[config.mk]
export PLATFORM = sky130hd
export DESIGN_NAME = multi_cycle_control_unit
export DESIGN_NICKNAME = d
export VERILOG_FILES = /design/src/rtl/multi_cycle_control_unit.sv
export SDC_FILE = /design/constraint.sdc
export NUM_CORES = 1
export LEC_CHECK = 0
export CAP_MARGIN = 20
export CORE_ASPECT_RATIO = 2
export CORE_UTILIZATION = 50
export DETAILED_ROUTE_END_ITERATION = 10
export DONT_BUFFER_PORTS = 1
export GPL_TIMING_DRIVEN = 0
export PLACE_DENSITY = 0.64
export SLEW_MARGIN = 20
export SYNTH_ARGS = -nofsm -noshare
export SYNTH_HDL_FRONTEND = slang
export SYNTH_SLANG_ARGS = --single-unit
[constraint.sdc]
create_clock -name clk -period 2.9 [get_ports clk]
set_input_delay 0.29 -clock clk [delete_from_list [all_inputs] [get_ports clk]]
set_output_delay 0.29 -clock clk [all_outputs]
set_load 0.05 [all_outputs]
[src/rtl/multi_cycle_control_unit.sv]
// Moore sequencer for the multi-cycle RV32I core: IF/ID/EX/MEM/WB/NEXTPC/HALT.
// Define MEM_HANDSHAKE_EN to make IF and MEM wait on mem_ready.
module multi_cycle_control_unit #(
  parameter int COUNT_WIDTH = 32
) (
  input  logic                   clk,
  input  logic                   reset,
  input  logic [6:0]             opcode,
  input  logic                   alu_bcond,
  input  logic                   mem_ready,
  output logic                   pc_write,
  output logic                   pc_source,
  output logic                   i_or_d,
  output logic                   mem_read,
  output logic                   mem_write,
  output logic                   ir_write,
  output logic                   reg_write,
  output logic                   mem_to_reg,
  output logic                   pc_to_reg,
  output logic                   alu_src_a,
  output logic [1:0]             alu_src_b,
  output logic [1:0]             alu_op,
  output logic                   halted,
  output logic [2:0]             state,
  output logic [COUNT_WIDTH-1:0] instr_count
);

  typedef enum logic [2:0] {
    S_IF     = 3'd0,
    S_ID     = 3'd1,
    S_EX     = 3'd2,
    S_MEM    = 3'd3,
    S_WB     = 3'd4,
    S_NEXTPC = 3'd5,
    S_HALT   = 3'd6
  } state_t;

  localparam logic [6:0] OP_R      = 7'b0110011;
  localparam logic [6:0] OP_I      = 7'b0010011;
  localparam logic [6:0] OP_LOAD   = 7'b0000011;
  localparam logic [6:0] OP_STORE  = 7'b0100011;
  localparam logic [6:0] OP_BRANCH = 7'b1100011;
  localparam logic [6:0] OP_JAL    = 7'b1101111;
  localparam logic [6:0] OP_JALR   = 7'b1100111;
  localparam logic [6:0] OP_ECALL  = 7'b1110011;

  state_t state_q;
  state_t next_state;
  logic   retire;
  logic   mem_ok;

`ifdef MEM_HANDSHAKE_EN
  assign mem_ok = mem_ready;
`else
  logic unused_mem_ready;
  assign unused_mem_ready = mem_ready;
  assign mem_ok = 1'b1;
`endif

  assign state = state_q;

  always_comb begin
    next_state = state_q;
    retire     = 1'b0;
    pc_write   = 1'b0;
    pc_source  = 1'b0;
    i_or_d     = 1'b0;
    mem_read   = 1'b0;
    mem_write  = 1'b0;
    ir_write   = 1'b0;
    reg_write  = 1'b0;
    mem_to_reg = 1'b0;
    pc_to_reg  = 1'b0;
    alu_src_a  = 1'b0;
    alu_src_b  = 2'd0;
    alu_op     = 2'd0;
    case (state_q)
      S_IF: begin
        mem_read  = 1'b1;
        ir_write  = mem_ok;
        alu_src_b = 2'd1;
        if (mem_ok) next_state = S_ID;
      end
      S_ID: begin
        alu_src_b = 2'd2;
        case (opcode)
          OP_R, OP_I, OP_LOAD, OP_STORE, OP_BRANCH, OP_JAL, OP_JALR: next_state = S_EX;
          OP_ECALL: begin
            next_state = S_HALT;
            retire     = 1'b1;
          end
          default: next_state = S_NEXTPC;
        endcase
      end
      S_EX: begin
        case (opcode)
          OP_R: begin
            alu_src_a  = 1'b1;
            alu_op     = 2'd2;
            next_state = S_WB;
          end
          OP_I: begin
            alu_src_a  = 1'b1;
            alu_src_b  = 2'd2;
            alu_op     = 2'd2;
            next_state = S_WB;
          end
          OP_LOAD, OP_STORE: begin
            alu_src_a  = 1'b1;
            alu_src_b  = 2'd2;
            next_state = S_MEM;
          end
          OP_BRANCH: begin
            alu_src_a = 1'b1;
            alu_op    = 2'd1;
            if (alu_bcond) begin
              pc_write   = 1'b1;
              pc_source  = 1'b1;
              next_state = S_IF;
              retire     = 1'b1;
            end else begin
              next_state = S_NEXTPC;
            end
          end
          // Link value PC+4 comes straight off the ALU while ALUOut still holds the target.
          OP_JAL: begin
            alu_src_b  = 2'd1;
            reg_write  = 1'b1;
            pc_to_reg  = 1'b1;
            pc_write   = 1'b1;
            pc_source  = 1'b1;
            next_state = S_IF;
            retire     = 1'b1;
          end
          OP_JALR: begin
            alu_src_a  = 1'b1;
            alu_src_b  = 2'd2;
            next_state = S_WB;
          end
          default: next_state = S_NEXTPC;
        endcase
      end
      S_MEM: begin
        i_or_d = 1'b1;
        if (opcode == OP_STORE) begin
          mem_write = 1'b1;
          alu_src_b = 2'd1;
          pc_write  = mem_ok;
          if (mem_ok) begin
            next_state = S_IF;
            retire     = 1'b1;
          end
        end else begin
          mem_read = 1'b1;
          if (mem_ok) next_state = S_WB;
        end
      end
      S_WB: begin
        reg_write  = 1'b1;
        alu_src_b  = 2'd1;
        pc_write   = 1'b1;
        mem_to_reg = (opcode == OP_LOAD);
        pc_to_reg  = (opcode == OP_JALR);
        pc_source  = (opcode == OP_JALR);
        next_state = S_IF;
        retire     = 1'b1;
      end
      S_NEXTPC: begin
        alu_src_b  = 2'd1;
        pc_write   = 1'b1;
        next_state = S_IF;
        retire     = 1'b1;
      end
      S_HALT: next_state = S_HALT;
      default: next_state = S_IF;
    endcase
    // Reset must not let a stale state write the PC, IR, registers or memory.
    if (reset) begin
      pc_write  = 1'b0;
      mem_read  = 1'b0;
      mem_write = 1'b0;
      ir_write  = 1'b0;
      reg_write = 1'b0;
    end
  end

  always_ff @(posedge clk) begin
    if (reset) begin
      state_q     <= S_IF;
      halted      <= 1'b0;
      instr_count <= '0;
    end else begin
      state_q <= next_state;
      if (retire) instr_count <= instr_count + 1'b1;
      if (next_state == S_HALT) halted <= 1'b1;
    end
  end

endmodule

Word level (Yosys, flattened, before mapping) --
Index checks and enable logic that the tools add are counted. Widths: inputs -> output; s select.
Storage, ports and cells: flip-flop bits (word level) 36, bits of input ports 11, logic and storage cells 61
Operators by class: $add $sub $neg 1, eq/ne operators 15, multiplexer cells 33, reduce and logical (&&, ||, !) cells 9
Operators by type and width (number):
- $add 32x1->32 const B | 1
- $eq 7x7->1 const B | 4
- $mux 1 | 17
- $pmux 3 s5 | 1
- $eq 7x6->1 const B | 2
- $eq 3x3->1 const B | 4
- $pmux 3 s4 | 1
- $pmux 1 s2 | 5
- $pmux 2 s2 | 2
- $pmux 2 s4 | 1
- $eq 7x2->1 const B | 1
- $eq 7x5->1 const B | 1
- $reduce_or 7->1 | 1
- $eq 3x2->1 const B | 2
- $mux 3 | 2
- $pmux 3 s2 | 1
- $reduce_or 2->1 | 3
- $reduce_or 3->1 | 2
- $reduce_or 6->1 | 1
- $pmux 1 s4 | 1
- $reduce_or 4->1 | 1
- $eq 3x1->1 const B | 1
- $logic_not 3->1 | 1
- $pmux 1 s3 | 1
- $mux 2 | 1

Longest topological paths before layout --
depth in word-level cells 5, depth in mapped cells 7, depth with buffers taken out 5

Worst setup path after synthesis --
No wires, ideal clock.
kind reg2out, start register state_q[2] (netlist: state[2]), end output mem_to_reg, arrival time 2.877 ns, data required time 2.610 ns, path slack -0.267 ns, cell stages (with the launch flop) 5, path buffers 1, path through dfxtp_1 > buf_4 > inv_1 > or4_1 > nor4_1
On the way: word-level cells in the longest chain between the ends 2
RTL lines:
- start: declaration | RTL line 47 | state_t state_q;
- start signal: assignment | RTL line 193 | state_q <= next_state;
- $eq 3x3->1 | RTL line 77 | case (state_q)
- $mux 1 | RTL line 77
- end: declaration | RTL line 18 | output logic mem_to_reg,
No other way between the ends.

Final worst setup path --
start register state_q[2] (netlist: state[2]), end output pc_source
On the way: word-level cells in the longest chain between the ends 2, elaborated cells on any way between the ends 3, those cells by class eq/ne: 2; mux: 1
RTL lines:
- $eq 3x3->1 / $eq 3x2->1 (equally long branches) | RTL line 77
- $pmux 1 s2 (*) | RTL line 77
- end: declaration | RTL line 12 | output logic pc_source,
Every way passes the cells marked *; elsewhere a longest branch is shown, timed or not.

==> reports/qor.txt <==
Placed cell area: 2670 sq um
Hold path depth: 4
Final Max Slew Viols: 0
Full die area: 5400 sq um
First-pass GRT wire length: 11000 um
IO buf count: 0
Largest net degree at the start of global routing: 11
Die height: 103 um
Unrepaired setup endpoints after global routing: false
Class of the worst hold path: input pin to flop
Post-route worst setup slack: 0.164 ns
Total Neg Setup Slack: 0 ns
Via/cell ratio: 6.11
Share of the synthesized area in the top cell type: 28.3%
DP HPWL: 5270 um
Area Growth Syn to Fin: 9.62%
Post-Synthesis Mean Instance Area: 7.84 sq um
Least-Margin Pin Slew: 0.958 ns
GR Util met2: 55.8%
DP Worst Slack: 0.0367 ns
Final ANT Viol Nets: 0
Hold slack: 0.442 ns
Commonest non-fill, non-tap cells in the layout: nor2_1, nor2b_1, dfxtp_1
Hold Startpoint: alu_bcond
H-tree depth: 2
Mapped Nets: 337
Layout cells sized above 1: 19.5%
EDFF count, synth: 0
Fillers: 509
Ys Warns: 0
Post-Syn Area: 2550 sq um
Fmax: 365 MHz
GRT met1 Usage: 24.7%
Commonest non-fill, non-tap cell in the layout: nor2_1
Ys flop type: dfxtp_1
Die Wd: 52.5 um
CTS clk-pin slew, worst paths: 0.07 ns
Setup CP Type: flop to primary output
Status: completed
CTS tree: yes
Final min period: 2.74 ns
WL per Instance: 17.8 um
R2r setup slk: 0.23 ns
Global Route met3 Usage: 6.34%
CTS Hold Buffers Added: 0
# diodes: 0
Root Buffer: clkbuf_8
Max Cap Viol: 0
Final setup violating endpoints: 0
Max Clock Skew: 0.00270 ns
Hold worst-path end: state[0]
Max transition margin: 35.7%
R2R depth: 6
Dominant cells by area after synthesis: dfxtp_1, mux2_2, nor2b_1
Initial antenna violation count: 0
Register area share after synthesis: 28.3%
Crit. End Element: primary output
R2r endpoint: instr_count[28]
Hold Vio Cnt, Final: 0
Core Region: 4860 sq um
Overall routing resource usage: 28.3%
Final WL: 6920 um
Synthesized instance count: 325
Tcrit/Tclk final: 94.4%
FF+latch count, synth: 36
Crit-path max FO: 10
Post CTS Setup Buffer Count: 0
Finished layout cell area: 2790 sq um
Total number of vias: 2381
WP data arrival: 2.45 ns
Residual DRC: 0
Reg2Reg Launch Point: instr_count[7]
Worst skew pair latency: 0.30 ns
Clk sink count: 36
Startpoint class of the critical path: flop
Gr ovfl total: 0
Floorplan row count: 36
Vias in the first global route: 2333
Global routing's busiest layer: met2
Yosys cell types: 49
Placer Congestion: 0.808
Async S/R FF share, synth: 0%
Leakage power: 1.05 nW
Max VDD drop: 0.366 mV
Post-synth top area cell: dfxtp_1
First-pass DRT Iterations: 4
DR iter-0 viols: 48
PwrDens: 374 nW/um^2
CTS Buffer Depth: 2
Initial Utilization: 52.4%
Nets@finish: 344
WP data required: 2.61 ns
CTS buffer count: 5
Ports: 61
## timing repair
action,CTS,global route
setup endpoints to repair,3,8
resized for setup,6,5
pin swaps,0,1
## per-stage QoR
step                      utilization (%)  power (mW)  std cells
after floorplan                         -       0.638        325
after global placement               54.4       0.665        382
final                                57.4        1.05        390
after detailed placement             54.8       0.670        382
after CTS                            57.3        1.05        390
after global routing                 57.4        1.09        390
## Yosys cell counts, drive strengths merged (2+ instances only)
cell     instances
nor4             4
a2111oi          2
and2             4
a221oi           2
nand2            9
inv              8
or3b             2
nor3            12
nand4            8
nand4b           2
or3              5
or2              2
a21oi           24
and3            11
clkbuf          17
nor2b           32
nor2            45
nand3           21
buf              9
o21ai           10
o31ai            2
dfxtp           36
and4             5
mux2            30
a211oi           8
## metal layers
layer | up-vias | wire [um] | part of all wire [%]
met2 | 58 | 4000 | 58
li1 | 1172 | - | -
met5 | - | 0 | 0
met3 | 14 | 283 | 4.1
met1 | 1137 | 2400 | 35
met4 | 0 | 238 | 3.4
## sequential cells by signal, indices dropped and copies added, names as in the netlist
| signal | flops |
|---|---|
| state | 3 |
| instr_count | 32 |
| halted | 1 |
## layout make-up
type,instances,area [sq um],share of cell area [%]
Multi-Input combinational cell,255,1740,62.3
Sequential cell,36,731,26.2
Buffer,26,130,4.66
Clock buffer,8,90.1,3.22
Inverter,8,30.0,1.07
Tap cell,57,71.3,2.55
## cell families (layout without fill, tap and decap cells)
group,after synthesis,count (layout),share of synthesized area [%]
AOI/OAI and AO/OA,55,55,13.9
adders and majority gates,1,1,0.491
buffers and inverters,34,42,6.28
DFF,36,36,28.3
muxes,30,30,13.3
and+or+nand+nor,169,169,37.8
## worst max-delay path by stage
stage / start / end / slack [ns] / cells after the start
after floorplan: state[1] / reg_write / 0.19 / 5
after global placement: state[1] / reg_write / 0.003 / 5
after detailed placement: state[1] / pc_write / 0.04 / 6
after CTS: state[0] / pc_write / 0.07 / 5
after global routing: instr_count[7] / instr_count[28] / 0.01 / 6
final: state[2] / pc_source / 0.16 / 6
## where the power goes
| part | internal (mW) | switching, mW | total, mW |
|---|---|---|---|
| clock | 0.194 | 0.190 | 0.384 |
| combinational | 0.0366 | 0.106 | 0.142 |
| sequential | 0.498 | 0.0217 | 0.520 |
## worst max-delay path: stages (launching register included)
cell     delay, ns
dfxtp_2       0.52
buf_4         0.24
or2b_1        0.30
nor2_1        0.11
a21oi_1       0.07
nor3_4        0.46
a21o_1        0.43
No activity file was read; power rests on OpenSTA's default activity.
==> RTL change 1 (config.mk and constraints unchanged) <==
Register the output `instr_count` once more, with the module's reset; this adds one clock of latency there. The other outputs are not delayed to match.
--- a/src/rtl/multi_cycle_control_unit.sv
+++ b/src/rtl/multi_cycle_control_unit.sv
@@ -44,6 +44,8 @@
   localparam logic [6:0] OP_JALR   = 7'b1100111;
   localparam logic [6:0] OP_ECALL  = 7'b1110011;
 
+  logic [COUNT_WIDTH-1:0] instr_count_s0;
+
   state_t state_q;
   state_t next_state;
   logic   retire;
@@ -188,13 +190,21 @@
     if (reset) begin
       state_q     <= S_IF;
       halted      <= 1'b0;
-      instr_count <= '0;
+      instr_count_s0 <= '0;
     end else begin
       state_q <= next_state;
-      if (retire) instr_count <= instr_count + 1'b1;
+      if (retire) instr_count_s0 <= instr_count_s0 + 1'b1;
       if (next_state == S_HALT) halted <= 1'b1;
     end
   end
 
+  always_ff @(posedge clk) begin
+    if (reset) begin
+      instr_count <= '0;
+    end else begin
+      instr_count <= instr_count_s0;
+    end
+  end
+
 endmodule
 
Function: changed (a bounded check fails within 4 cycles, from zero or initial values and one cycle with reset high).
==> RTL change 1 against the unedited design <==
Sequential cell count grew 32. Non-clock buffer count is 2 lower. Count of clock-buffer cells in the layout grew 3. Utilization grew 0.94 points. Via count increased by 14%. Synthesized area is 26% higher. Cell area up 31%. First-iteration DRC count grew to 2.8 times the old value. Fmax decreased by 1.3%. Largest power group unchanged. Highest routed layer unchanged. Total power grew 98%. Largest cell class unchanged. Setup slack worse by 0.035 ns. Routed wire length up 14%. Combinational power up 6%. Synthesized cell count rose by 8.9%.
==> RTL change 1: results (changes against the unedited design) <==
| Metric | Value |
|---|---|
| Post-place instance area | `3360 sq um (+26%)` |
| Detailed Place HPWL | `5870 um (+11%)` |
| CTS root buffer | `clkbuf_16` |
| Tightest Pin Transition | `1.05 ns (+0.0899 ns)` |
| # resized after CTS | `7 (+1)` |
| CTS buffer count | `9 (+4)` |
| Hold path cells | `4 (unchanged)` |
| CP max stage delay | `0.57 ns (+0.05 ns)` |
| Synthesis Warnings | `0 (unchanged)` |
| Synth cell types | `53 (+8.2%)` |
| Launch point of the worst reg-to-reg path | `state[0]$_SDFF_PP0_` |
| I/O Buffers | `0 (unchanged)` |
| H-tree depth | `3 (+1)` |
| Max VDD drop | `0.265 mV (-28%)` |
| Final hold slack | `0.337 ns (-0.105 ns)` |
| Met3 usage | `7.20% (+0.86 points)` |
| First-pass GRT wire length | `12600 um (+14%)` |
| Max FO, Critical Path | `10 (unchanged)` |
| Routed Wire Length | `7910 um (+14%)` |
| Yosys top cell area share | `42.5% (+14 points)` |
| RD Place Congestion | `0.886 (+9.7%)` |
| Syn nets | `366 (+8.6%)` |
| Top cells by count, synth | `dfxtp_1, nor2_1, nor2b_1` |
| FF-to-FF path depth | `7 (+1)` |
| Skew final | `0.00363 ns (+0.000935 ns)` |
| Via density | `5.95 (-2.6%)` |
| Hold crit path type | `input pin to flip-flop` |
| Flop-to-flop setup slack | `0.15 ns (-0.08 ns)` |
| Post-layout nets | `377 (+9.6%)` |
| Vias in the first global route | `2656 (+14%)` |
| Starting DRT DRC Count | `136 (+180%)` |
| Clk Latency, worst-skew pair | `0.33 ns (+0.03 ns)` |
| Min-delay src | `opcode[4]` |
| Largest cells by area after synthesis | `dfxtp_1, mux2_1, nor2b_1` |
| Share of layout cells above drive strength 1 | `12.7% (-6.8 points)` |
| Leak | `1.34 nW (+27%)` |
| Worst-path clk slew | `0.05 ns (-0.02 ns)` |
| Status | `completed` |
| Final setup vio count | `0 (unchanged)` |
| Pre-Repair DR Iteration Count | `5 (+1)` |
| Largest net degree at the start of global routing | `12 (+1)` |
| Post-synthesis sequential area ratio | `42.5% (+14 points)` |
| GR met1 Demand/Resource | `22.9% (-1.8 points)` |
| GRT Overall Usage | `25.5% (-2.9 points)` |
| Cell family with most CP delay | `simple AND/OR/NAND/NOR gates` |
| Reg-to-reg endpoint | `instr_count_s0[28]$_SDFFE_PP0P_` |
| Initial antenna violation count | `0 (unchanged)` |
| Setup Buffers After CTS | `0 (unchanged)` |
| Ys async rst share | `0% (unchanged)` |
| Worst Hold Endpoint | `state[2]$_SDFF_PP0_` |
| Diode count | `0 (unchanged)` |
| Max Buffers Root-to-Sink | `2 (unchanged)` |
| Met2 global-route usage | `47.9% (-7.9 points)` |
| Crit-path slowest cell | `or4_4` |
## RTL change 1: cell types whose count changed after synthesis, moves of 5 or more
cell      before  now
mux2_2        26    1
nand4_1        7   12
o21ai_0       10    4
mux2_1         4   28
dfxtp_1       36   68
nand2_1        9   17
clkbuf_1      17   12
nand2b_1       1    6
## RTL change 1: metal layers
metal	part of all wire [%]	up-vias
li1	-	1296
met1	35	1286
met2	57	100
met3	4.2	30
met4	4.4	0
met5	0	-
## RTL change 1: cell families after synthesis
logic type,after synthesis,share of synthesized area (%)
multiplexers,29,10.2
adder cells (fa/ha/maj),1,0.390
flip-flops,68,42.5
buffers and inverters,30,4.41
AND/OR/NAND/NOR,164,27.4
AO/OA/AOI/OAI,62,15.2
## RTL change 1: worst max path at each step
stage	startpoint	to	slack (ns)	cells past startpoint
2_1_floorplan	state[2]$_SDFF_PP0_	mem_to_reg	-0.01	3
3_3_place_gp	state[2]$_SDFF_PP0_	mem_to_reg	-0.23	3
3_5_place_dp	state[0]$_SDFF_PP0_	instr_count_s0[28]$_SDFFE_PP0P_	-0.07	7
4_1_cts	state[2]$_SDFF_PP0_	pc_source	0.03	6
5_1_grt	state[0]$_SDFF_PP0_	pc_write	0.04	5
6_report	state[0]$_SDFF_PP0_	pc_write	0.13	5
## RTL change 1: power by group
part	switching (mW)	internal (mW)
combinational	0.110	0.0399
clock	0.384	0.573
sequential	0.0214	0.942
total	0.515	1.55
## RTL change 1: through the flow
stage	setup slack, ns	utilization, %	cells	power, mW
6_report	0.129	58.4	456	2.07
2_1_floorplan	-0.0149	-	354	1.09
4_1_cts	0.0283	58.2	456	2.09
3_3_place_gp	-0.234	53.2	440	1.12
3_5_place_dp	-0.0746	53.6	440	1.13
5_1_grt	0.0436	58.4	456	2.15
## RTL change 1: layout make-up
class / count / area [sq um]
fill: 584 / 2610
multi-input combinational: 256 / 1770
sequential: 68 / 1370
clock buffer: 11 / 233
buffer: 24 / 123
tap: 86 / 108
clock inverter: 5 / 28.8
inverter: 6 / 22.5
## RTL change 1: worst min-delay path, stage by stage
cell,delay [ns]
inv_1,0.06
o22ai_1,0.12
nand2_1,0.08
a221oi_1,0.07
==> RTL change 2 (same settings) <==
Made on the original files. `COUNT_WIDTH`: 32 -> 64.
--- a/src/rtl/multi_cycle_control_unit.sv
+++ b/src/rtl/multi_cycle_control_unit.sv
@@ -1,7 +1,7 @@
 // Moore sequencer for the multi-cycle RV32I core: IF/ID/EX/MEM/WB/NEXTPC/HALT.
 // Define MEM_HANDSHAKE_EN to make IF and MEM wait on mem_ready.
 module multi_cycle_control_unit #(
-  parameter int COUNT_WIDTH = 32
+  parameter int COUNT_WIDTH = 64
 ) (
   input  logic                   clk,
   input  logic                   reset,
Ports: changed (resized instr_count); port bits go from 61 to 93. The function was not compared with the original's and may differ.
==> RTL change 2 against the unedited design <==
Via count grew 78%. Largest power group is now the clock network. Sequential cell count grew 32. Non-clock buffer count grew 11. Routed wire length grew 89%. Total power grew 120%. Setup slack lost 0.11 ns. Cell area grew 85%. Critical endpoint is now instr_count[63]$_SDFFE_PP0P_. Worst hold slack lost 0.13 ns. Synthesized area grew 78%. Critical path depth shrank 1.
==> RTL change 2: results (changes against the unedited design) <==
| Metric | Value |
|---|---|
| Max Buffers Root-to-Sink | `2 (unchanged)` |
| Max FO, Critical Path | `9 (-1)` |
| Post-layout nets | `572 (+66%)` |
| Critical Path AT | `3.08 ns (+0.63 ns)` |
| RD Place Congestion | `0.884 (+9.4%)` |
| Top cells by count, synth | `nor2_1, dfxtp_1, mux2_2, nor2b_1, a21oi_1` |
| Largest Register | `instr_count` |
| Clk Latency, worst-skew pair | `0.35 ns (+0.05 ns)` |
| Ys async rst share | `0% (unchanged)` |
| Via density | `6.38 (+4.5%)` |
| Crit-path slowest cell | `dfxtp_1` |
| First-pass GRT wire length | `20900 um (+90%)` |
| Hold crit path type | `input pin to flip-flop` |
| Routed Wire Length | `13100 um (+89%)` |
| Largest cells by area after synthesis | `dfxtp_1, mux2_2, nor2b_1` |
| Worst-path clk slew | `0.06 ns` |
| Largest net degree at the start of global routing | `13 (+2)` |
| Sw frac | `27.1% (-3.3 points)` |
| Synthesis Warnings | `0 (unchanged)` |
| Skew final | `0.0110 ns (+0.00829 ns)` |
| Vias in the first global route | `4204 (+80%)` |
| Crit path launch type | `flip-flop` |
| CTS root buffer | `clkbuf_16` |
| GRT Overall Usage | `27.9% (-0.37 points)` |
| I/O Buffers | `0 (unchanged)` |
| Max VDD drop | `0.297 mV (-19%)` |
| Pre-Repair DR Iteration Count | `4 (unchanged)` |
| CP max stage delay | `0.70 ns (+0.18 ns)` |
| Detailed Place HPWL | `9710 um (+84%)` |
| Initial antenna violation count | `0 (unchanged)` |
| Number of flip-flops under the largest register name | `64 (+100%)` |
| Diode count | `0 (unchanged)` |
| Status | `completed` |
| Tightest Pin Transition | `0.976 ns (+0.0184 ns)` |
| Share of layout cells above drive strength 1 | `28.5% (+9.0 points)` |
| CTS buffer count | `9 (+4)` |
| Post-synthesis sequential area ratio | `29.9% (+1.7 points)` |
| Starting DRT DRC Count | `243 (+410%)` |
| Post-place instance area | `4720 sq um (+77%)` |
| Syn nets | `560 (+66%)` |
| Leak | `1.73 nW (+65%)` |
| Synth cell types | `51 (+4.1%)` |
| H-tree depth | `3 (+1)` |
[RTL change 2: repair_timing]
| item | in CTS | in global routing |
|---|---|---|
| hold buffers | 0 | 0 |
| gates resized for setup | 32 | 22 |
| cloned | 0 | 0 |
| pin swaps | 1 | 3 |
| hold endpoints to repair | 0 | 0 |
| endpoints found under the setup margin | 56 | 22 |
| setup buffers | 0 | 1 |
[RTL change 2: metrics by stage]
| stage | setup slack, ns | util [%] | instances |
|---|---|---|---|
| after CTS | 0.000247 | 58.3 | 664 |
| after global placement | -0.286 | 53.9 | 648 |
| after global routing | 0.00587 | 59.3 | 665 |
| after detailed placement | -0.317 | 54.2 | 648 |
| final | 0.0537 | 59.3 | 665 |
| after floorplan | 0.129 | - | 548 |
[RTL change 2: worst paths after layout]
check,cells after the start,slack (ns),to,start
worst max-delay path,5,0.05,instr_count[63]$_SDFFE_PP0P_,instr_count[34]$_SDFFE_PP0P_
worst min-delay path,4,0.31,state[1]$_SDFF_PP0_,opcode[5]
worst max register to register,5,0.05,instr_count[63]$_SDFFE_PP0P_,instr_count[34]$_SDFFE_PP0P_
worst min register to register,2,0.65,instr_count[1]$_SDFFE_PP0P_,instr_count[1]$_SDFFE_PP0P_
[RTL change 2: layer usage]
layer	part of all wire [%]	track usage, %
met3	6.0	7.22
met1	37	28.5
met5	0	0
met2	54	52.1
met4	2.8	13.4
[RTL change 2: power groups by stage]
stage	sequential [mW]	combinational, mW	clock, mW
after floorplan	0.982	0.135	0
after global placement	0.985	0.170	0
after detailed placement	0.986	0.177	0
after CTS	0.966	0.180	1.11
after global routing	0.966	0.201	1.15
final	0.966	0.184	1.11
[RTL change 2: final cells by class]
| class | count | area [sq um] |
|---|---|---|
| fill | 803 | 3540 |
| multi-input combinational | 432 | 3110 |
| sequential | 68 | 1410 |
| clock buffer | 9 | 225 |
| buffer | 36 | 176 |
| tap | 100 | 125 |
| clock inverter | 7 | 67.6 |
| inverter | 12 | 45.0 |
| timing repair buffer | 1 | 7.51 |
[RTL change 2: worst max-delay path: cells and delay by family, from the launching register on]
kind               cells  cell delay (ns)
and+or+nand+nor        3             1.17
DFF                    1             0.70
AOI/OAI and AO/OA      1             0.48
muxes                  1             0.38
[RTL change 2: logic make-up after synthesis]
family,after synthesis,synth area share (%)
AND/OR/NAND/NOR,278,32.6
buffers and inverters,48,4.79
multiplexers,61,15.1
XOR/XNOR,1,0.193
AO/OA/AOI/OAI,90,16.8
adder cells (fa/ha/maj),2,0.495
flip-flops,68,29.9
